===== config.mk =====
export PLATFORM = sky130hd
export DESIGN_NAME = baser_257b_scrambled_generator
export DESIGN_NICKNAME = d
export VERILOG_FILES = /design/src/rtl/baser_pkg.sv /design/src/rtl/baser_257b_scrambler.sv /design/src/rtl/baser_257b_scrambled_generator.sv
export SDC_FILE = /design/constraint.sdc
export NUM_CORES = 1
export LEC_CHECK = 0
export CORE_MARGIN = 2
export CORE_UTILIZATION = 50
export CTS_CLUSTER_DIAMETER = 60
export CTS_CLUSTER_SIZE = 24
export DETAILED_ROUTE_END_ITERATION = 7
export PLACE_DENSITY = 0.77
export SYNTH_ARGS = -nofsm -noshare
export SYNTH_HDL_FRONTEND = slang
export SYNTH_SLANG_ARGS = --single-unit

===== constraint.sdc =====
create_clock -name clk -period 3.3 [get_ports clk]
set_input_delay 0.495 -clock clk [delete_from_list [all_inputs] [get_ports clk]]
set_output_delay 0.495 -clock clk [all_outputs]
set_load 0.01 [all_outputs]

===== src/rtl/baser_pkg.sv =====
// Shared constants and types for the BASE-R 256b/257b transmit path.
package baser_pkg;

  localparam logic [1:0] SH_DATA = 2'b01;
  localparam logic [1:0] SH_CTRL = 2'b10;

  // Error block: type 0x1E followed by eight 7-bit /E/ codes.
  localparam logic [63:0] EBLOCK = {{8{7'h1E}}, 8'h1E};

  localparam int SCR_TAP_A = 38;
  localparam int SCR_TAP_B = 57;

  typedef logic [256:0] block_t;

endpackage


===== src/rtl/baser_257b_scrambler.sv =====
// Self-synchronous x^58 + x^39 + 1 scrambler, 256 payload bits per advance.
module baser_257b_scrambler
  import baser_pkg::*;
#(
  parameter logic [57:0] SCR_SEED   = 58'h3FF_FFFF_FFFF_FFFF,
  parameter bit          BYPASS_SCR = 1'b0
) (
  input  logic         clk,
  input  logic         i_rst,
  input  logic         i_advance,
  input  logic [255:0] i_data,
  output logic [255:0] o_data
);

  logic [57:0]  state_q;
  logic [57:0]  state_d;
  logic [57:0]  walk;
  logic [255:0] scr;

  // Bit-serial walk; the state is fed back with the scrambled bits.
  always_comb begin
    walk = state_q;
    scr  = '0;
    for (int b = 0; b < 256; b++) begin
      scr[b] = i_data[b] ^ walk[SCR_TAP_A] ^ walk[SCR_TAP_B];
      walk   = {walk[56:0], scr[b]};
    end
    state_d = walk;
  end

  assign o_data = BYPASS_SCR ? i_data : scr;

  always_ff @(posedge clk) begin
    if (i_rst) begin
      state_q <= SCR_SEED;
    end else if (i_advance && !BYPASS_SCR) begin
      state_q <= state_d;
    end
  end

endmodule


===== src/rtl/baser_257b_scrambled_generator.sv =====
// Gathers four 66b blocks, transcodes them into one scrambled 257b block and
// presents it on a registered valid/ready output with block/data/ctrl counters.
module baser_257b_scrambled_generator
  import baser_pkg::*;
#(
  parameter int          DATA_WIDTH = 64,
  parameter int          TC_WIDTH   = 257,
  parameter logic [57:0] SCR_SEED   = 58'h3FF_FFFF_FFFF_FFFF,
  parameter bit          BYPASS_SCR = 1'b0
) (
  input  logic                  clk,
  input  logic                  i_rst,
  input  logic [DATA_WIDTH-1:0] i_data,
  input  logic [1:0]            i_sh,
  input  logic                  i_valid,
  output logic                  o_ready,
  output logic [TC_WIDTH-1:0]   o_tx_scrambled,
  output logic                  o_valid,
  input  logic                  i_ready,
  output logic                  o_sh_err,
  output logic [31:0]           o_block_count,
  output logic [31:0]           o_data_count,
  output logic [31:0]           o_ctrl_count
);

  logic [1:0]            idx_q;
  logic [DATA_WIDTH-1:0] slot_q [3];
  logic [2:0]            flag_q;
  block_t                tx_q;
  logic                  valid_q;
  logic                  sh_err_q;
  logic [31:0]           block_count_q;
  logic [31:0]           data_count_q;
  logic [31:0]           ctrl_count_q;

  logic                  word_ok;
  logic                  flag_in;
  logic [DATA_WIDTH-1:0] word_in;
  logic [DATA_WIDTH-1:0] word [4];
  logic [3:0]            flags;
  logic                  all_data;
  logic                  accept;
  logic                  build;
  logic [255:0]          payload_raw;
  logic [255:0]          payload_scr;

  assign word_ok  = (i_sh == SH_DATA) || (i_sh == SH_CTRL);
  assign flag_in  = (i_sh == SH_DATA);
  assign word_in  = word_ok ? i_data : EBLOCK;
  assign o_ready  = (idx_q != 2'd3) || !valid_q || i_ready;
  assign accept   = i_valid && o_ready;
  assign build    = accept && (idx_q == 2'd3);
  assign flags    = {flag_in, flag_q};
  assign all_data = &flags;

  genvar gi;
  generate
    for (gi = 0; gi < 3; gi++) begin : g_slot
      assign word[gi] = slot_q[gi];
      always_ff @(posedge clk) begin
        if (i_rst) begin
          slot_q[gi] <= '0;
          flag_q[gi] <= 1'b0;
        end else if (accept && (idx_q == gi)) begin
          slot_q[gi] <= word_in;
          flag_q[gi] <= flag_in;
        end
      end
    end
  endgenerate
  assign word[3] = word_in;

  // The lowest-indexed control word is squeezed to 60 bits (type nibble + data[63:8]).
  always_comb begin
    payload_raw = {word[3], word[2], word[1], word[0]};
    if (!flags[0]) begin
      payload_raw = {word[3], word[2], word[1], word[0][63:8], word[0][3:0], flags};
    end else if (!flags[1]) begin
      payload_raw = {word[3], word[2], word[1][63:8], word[1][3:0], word[0], flags};
    end else if (!flags[2]) begin
      payload_raw = {word[3], word[2][63:8], word[2][3:0], word[1], word[0], flags};
    end else if (!flags[3]) begin
      payload_raw = {word[3][63:8], word[3][3:0], word[2], word[1], word[0], flags};
    end
  end

  baser_257b_scrambler #(
    .SCR_SEED   (SCR_SEED),
    .BYPASS_SCR (BYPASS_SCR)
  ) u_scrambler (
    .clk       (clk),
    .i_rst     (i_rst),
    .i_advance (build),
    .i_data    (payload_raw),
    .o_data    (payload_scr)
  );

  always_ff @(posedge clk) begin
    if (i_rst) begin
      idx_q         <= 2'd0;
      tx_q          <= '0;
      valid_q       <= 1'b0;
      sh_err_q      <= 1'b0;
      block_count_q <= '0;
      data_count_q  <= '0;
      ctrl_count_q  <= '0;
    end else begin
      sh_err_q <= accept && !word_ok;
      if (accept) begin
        idx_q <= idx_q + 2'd1;
      end
      if (build) begin
        tx_q          <= {payload_scr, all_data};
        valid_q       <= 1'b1;
        block_count_q <= block_count_q + 32'd1;
        if (all_data) begin
          data_count_q <= data_count_q + 32'd1;
        end else begin
          ctrl_count_q <= ctrl_count_q + 32'd1;
        end
      end else if (i_ready) begin
        valid_q <= 1'b0;
      end
    end
  end

  assign o_tx_scrambled = tx_q;
  assign o_valid        = valid_q;
  assign o_sh_err       = sh_err_q;
  assign o_block_count  = block_count_q;
  assign o_data_count   = data_count_q;
  assign o_ctrl_count   = ctrl_count_q;

endmodule


# Yosys cells after proc, flatten, opt, wreduce, memory -nomap -nowiden
# Memories as Yosys holds them, arrays and structs flattened.
# Index checks and enable logic that the tools add are counted.
# Widths: inputs -> output; s select.
dict set report word_totals {
  ramBits 192
  out_inout_bits 356
  memories 1
  reg_bits 418
  word_cells 575
  in_bits 70
}
dict set report classes {
  n_eq_ne 6
  muxes 21
  n_reduce_logical 16
  bitwise 516
  addsub 4
}
# name words word_bits read_ports rd_ports_with_merged_regs wr line
set memory_table {}
lappend memory_table {slot_q 3 64 3 0 3 baser_257b_scrambled_generator.sv:27} ;# logic [DATA_WIDTH-1:0] slot_q [3];
# operator n
set op_table {}
lappend op_table {{$mux 200} 4}
lappend op_table {{$xor 1x1->1} 512}
lappend op_table {{$mux 64} 4}
lappend op_table {{$add 32x1->32 const B} 3}
lappend op_table {{$mux 1} 13}
lappend op_table {{$eq 2x2->1 const B} 3}
lappend op_table {{$logic_and 1x1->1} 6}
lappend op_table {{$reduce_and 5->1} 1}
lappend op_table {{$eq 2x1->1 const B} 2}
lappend op_table {{$reduce_and 4->1} 1}
lappend op_table {{$logic_or 1x1->1} 3}
lappend op_table {{$or 1x1->1} 3}
lappend op_table {{$add 2x1->2 const B} 1}
lappend op_table {{$logic_not 1->1} 2}
lappend op_table {{$logic_not 2->1} 1}
lappend op_table {{$ne 2x2->1 const B} 1}
lappend op_table {{$reduce_and 2->1} 1}
lappend op_table {{$reduce_bool 2->1} 1}
lappend op_table {{$not 1->1} 1}

# Longest topological paths before layout
dict set report depth {
  ltp_word 21
  mapped_depth 16
  depth_no_buf 12
}

# By module
# From an unflattened synthesis, not the netlist that was laid out.
dict set report hier_totals {
  hier_cells 3225
  area_unflattened_um2 32537.5
}
# mod seq_area_each_um2 area_per_inst_um2 cells_per_inst n_inst
set modules_own_cells {}
lappend modules_own_cells {baser_257b_scrambled_generator 12972.4 22985.8 2443 1}
lappend modules_own_cells {baser_257b_scrambler 1161.1 9551.7 782 1}

# Worst setup path before layout
# Ideal clock, no wire load.
dict set report synth_path {
  path_kind {input to register}
  startpoint {input i_sh[1]}
  endpoint {register u_scrambler.state_q[1]}
  arrival_time_ps 3386
  slack_ps -205
  path_buffers 0
  path_stages 12
  required_time_ps 3181
  setup_ps 119
  path_cell_list {inv_1 -> ha_1 -> and2_4 -> or2_4 -> mux2i_1 -> xnor3_1 -> xnor3_1 -> xnor2_1 -> xnor3_2 -> xnor3_1 -> nor2_1 -> o21bai_1}
}
dict set report synth_between {
  elab_chain_cells 19
  word_cells_on_any_way 50
  cone_classes {eq/ne (2); mux (5); bitwise (42); reduce/logical (1)}
}
# element line
set synth_rtl {}
lappend synth_rtl {{from (decl)} baser_257b_scrambled_generator.sv:14} ;# input logic [1:0] i_sh,
lappend synth_rtl {{$eq 2x1->1 (*)} baser_257b_scrambled_generator.sv:48} ;# assign flag_in = (i_sh == SH_DATA);
lappend synth_rtl {{net flag_in} baser_257b_scrambled_generator.sv:37} ;# logic flag_in;
lappend synth_rtl {{$mux 200} baser_257b_scrambled_generator.sv:82} ;# end else if (!flags[3]) begin
lappend synth_rtl {{$mux 200} baser_257b_scrambled_generator.sv:80} ;# end else if (!flags[2]) begin
lappend synth_rtl {{$mux 200} baser_257b_scrambled_generator.sv:78} ;# end else if (!flags[1]) begin
lappend synth_rtl {{$mux 200} baser_257b_scrambled_generator.sv:76} ;# if (!flags[0]) begin
lappend synth_rtl {{$xor 1x1->1 (13 in a row)} baser_257b_scrambler.sv:25} ;# scr[b] = i_data[b] ^ walk[SCR_TAP_A] ^ walk[SCR_TAP_B];
lappend synth_rtl {{$xor 1x1->1 (*)} baser_257b_scrambler.sv:25}
lappend synth_rtl {{to (signal assigned)} baser_257b_scrambler.sv:37} ;# state_q <= state_d;
lappend synth_rtl {{to (decl)} baser_257b_scrambler.sv:15} ;# logic [57:0] state_q;
# Mark *: on every way through the listed nets, which the timed path passes. The rest lies on a longest branch.
# A chain may end at the register's enable or synchronous reset.

# Final worst setup path
dict set report layout_path {
  startpoint {register flag_q[1]}
  endpoint {register u_scrambler.state_q[49]}
}
dict set report layout_between {
  elab_chain_cells 14
  word_cells_on_any_way 30
  cone_classes {mux (2); bitwise (28)}
}
# element line
set layout_rtl {}
lappend layout_rtl {{from (decl)} baser_257b_scrambled_generator.sv:28} ;# logic [2:0] flag_q;
lappend layout_rtl {{from (signal, indexed assignment)} baser_257b_scrambled_generator.sv:66} ;# flag_q[gi] <= flag_in;
lappend layout_rtl {{$mux 200 (*)} baser_257b_scrambled_generator.sv:78}
lappend layout_rtl {{$mux 200 (*)} baser_257b_scrambled_generator.sv:76}
lappend layout_rtl {{$xor 1x1->1 (11 in a row)} baser_257b_scrambler.sv:25}
lappend layout_rtl {{$xor 1x1->1 (*)} baser_257b_scrambler.sv:25}
# Mark *: on every way between the ends. The rest lies on a longest branch, timed or not.

==> results.ini <==
[status]
status=complete, but fails checks
violations=setup timing

[global_routing]
grt_pass1_wl_um=206900
grt_pass1_vias=26998
antenna_found_initial=11
overflow=0
grt_usage_pct=46.85
grt_max_degree=205

[setup_path]
critPathKind=flip-flop to flip-flop
end_kind=flip-flop
path_max_fanout=5
worstSetupStartpointType=flip-flop
critPathRequiredTime_ns=3.82
arrival_ns=3.96

[power_and_ir_drop]
ir_drop_v=0.0005731
power_mw=34.70
p_leak_nw=19.74
powerDensity_nw_per_um2=742.3

[place]
placed_cells=4915
numPortBuffers=425
pre_cts_ws_ns=-1.304
place.gp.congestion=1.130
placed_area_um2=41800
dp_hpwl_um=123900

[worst_hold_path]
hold_class=input pin to flip-flop

[timing]
relSlewSlack_pct=27.21
grt_setup_unrepaired=yes
finalHoldViolCount=0
timing.final.ws_setup_ns=-0.1353
period_share_pct=104.1
drv_slew=0
finalSetupTns_ns=-1.991
fin_worst_skew_ns=0.04568
fmax_ghz=0.2911
setup_violations=37
period_minus_slack_ns=3.435
worst_pin_slew_ns=1.085

[logic_synthesis]
yosys.area_share.adder_pct=0.3595
synth_top_family_by_area=XOR/XNOR gates
yosys_warnings=0
netlist-cell-type-count=71
synth-xor-area-share_pct=23.63
synth.avg_cell_area_um2=10.09
synth_compound_area_share_pct=7.265
synth_top_cell_by_area=dfxtp_1
synth.top_cells.by_area=dfxtp_1 27%, edfxtp_1 18%, xnor2_1 8.8%
synth_seq_cells=610
ys_seq_area_share_pct=45.12
synth_area_um2=31330
synth-edff-count=192
synthArstFlopShare_pct=0
netlist_top_cells_count=632 x nor2_1, 418 x dfxtp_1, 316 x xnor2_1
synthFlopType=dfxtp_1
synth-simple-area-share_pct=15.12
synth_mux_area_share_pct=5.687
syn_nets=3184
yosys.area.top_type_share_pct=26.71
syn-instance-count=3105
synth_most_common_cell=nor2_1

[cells_and_area]
n_fill_cell=4396
multi_input_area_um2=18420
drive_above_1_share_pct=30.46
areaGrowthSynthToFinish_pct=49.23
final_cells=5121
final_nets=4322
finalInstanceArea_um2=46750
final-seq-area_um2=14140

[die]
die_area_um2=64670
initial_core_util_pct=50.67
die_x_um=254.3
fp-row-count=91
ios=426
die_h_um=254.3
core_um2=61830

[clocking]
cts_buffers=48
clock_latency_ns=0.64
clk_pin_slew_worst_paths_ns=0.09
cts_num_sinks=610
cts-htree-levels=2
cts_tree=built
cts-root-buf=clkbuf_16
clockBufferDepth=3

[routing]
ant_nets=0
route.detailed.drc=0
wirelength_um=155800
dr.pass1.iters=7
via_count=29496
drtIter0Drc=4011
wire_per_inst_um=30.43
vias_per_cell=5.760

[flow_run]
maxCapViolations=0

[placed cells by master (no fill, tap or decap), types with 31 or more instances in the layout]
cell type and count:
buf_6 51, xnor3_1 32, nand2b_1 40, o21ai_0 38, clkbuf_16 49, xor2_1 144, nor2_1 610, xnor2_2 93
nor3_1 52, buf_4 736, dfxtp_1 415, clkdlybuf4s50_1 422, xnor3_2 60, o21bai_1 31, mux2i_1 117, buf_12 41
a21oi_1 158, xnor2_4 33, edfxtp_1 192, a211oi_1 92, xnor2_1 223, nand2_1 228
[area by class of cell]
| class | instances | area share (%) |
|---|---|---|
| diodes | 3 | 0.01606 |
| multi-input cells | 2303 | 39.41 |
| flip-flops and latches | 610 | 30.26 |
| clock buffers | 56 | 2.765 |
| well taps | 837 | 2.240 |
| inverters | 18 | 0.1606 |
| clock inverters | 32 | 0.9019 |
| repair buffers | 1262 | 24.25 |
[path summary, 6_finish.rpt]
kind	start	endpoint	slack, ns	depth (start not counted)
worst max-delay path	flag_q[1]$_SDFFE_PP0P_	u_scrambler.state_q[49]$_SDFFE_PP1P_	-0.14	17
worst max register to register	flag_q[1]$_SDFFE_PP0P_	u_scrambler.state_q[49]$_SDFFE_PP1P_	-0.14	17
worst min register to register	o_tx_scrambled[136]$_SDFFE_PP0P_	o_tx_scrambled[136]$_SDFFE_PP0P_	0.46	2
worst min-delay path	i_rst	o_tx_scrambled[243]$_SDFFE_PP0P_	0.20	2
[where the power goes]
part           switching [mW]  internal, mW
Clock                    3.39          3.12
Combinational            9.99          9.81
Sequential              0.374          8.02
Total                    13.8          20.9
[state kept, by name (all words and copies together) (netlist names)]
signal,flops
o_data_count,32
o_block_count,32
o_ctrl_count,32
slot_q,192
idx_q,2
o_sh_err,1
o_tx_scrambled,257
u_scrambler.state_q,58
o_valid,1
flag_q,3
[worst max-delay path, cell delays in order (launching register included)]
cell and delay, ns:
dfxtp_4 0.38, nand3_4 0.12, nand2_8 0.07, buf_12 0.15, buf_12 0.13, buf_4 0.13, buf_4 0.14, mux2i_4 0.20
xnor2_4 0.26, buf_6 0.14, xor2_1 0.18, buf_4 0.16, xnor3_2 0.49, xor2_4 0.20, xnor2_2 0.16, nor2_2 0.17
buf_4 0.18, o21bai_1 0.07
[layer usage]
layer  global-route usage (%)  up-vias  part of all wire (%)
li1                         -    12742                     -
met1                    60.30    14238                    37
met2                    66.86     2025                    41
met3                    15.71      477                    14
met4                    30.92       14                   8.4
met5                    1.805        -                  0.16
[cell families after synthesis]
group,after synthesis
AO/OA/AOI/OAI,372
XOR/XNOR,636
adder cells (fa/ha/maj),9
buffers and inverters,192
flip-flops,610
multiplexers,170
AND/OR/NAND/NOR,1116
[what timing repair did]
action	in CTS	in global routing
gates resized for setup	170	262
hold buffers	0	0
gates cloned	1	0
setup endpoints to repair	155	124
buffers inserted	65	58
pin swaps	89	125
[stage by stage]
stage               util (%)  hold slack [ns]
global route           75.61           0.2135
finish                 75.62           0.1992
detailed placement     67.60           0.4454
floorplan                  -           0.4761
CTS                    72.60           0.1991
global placement       67.60           0.4404
Note: power is estimated with default switching activity, not from simulation.
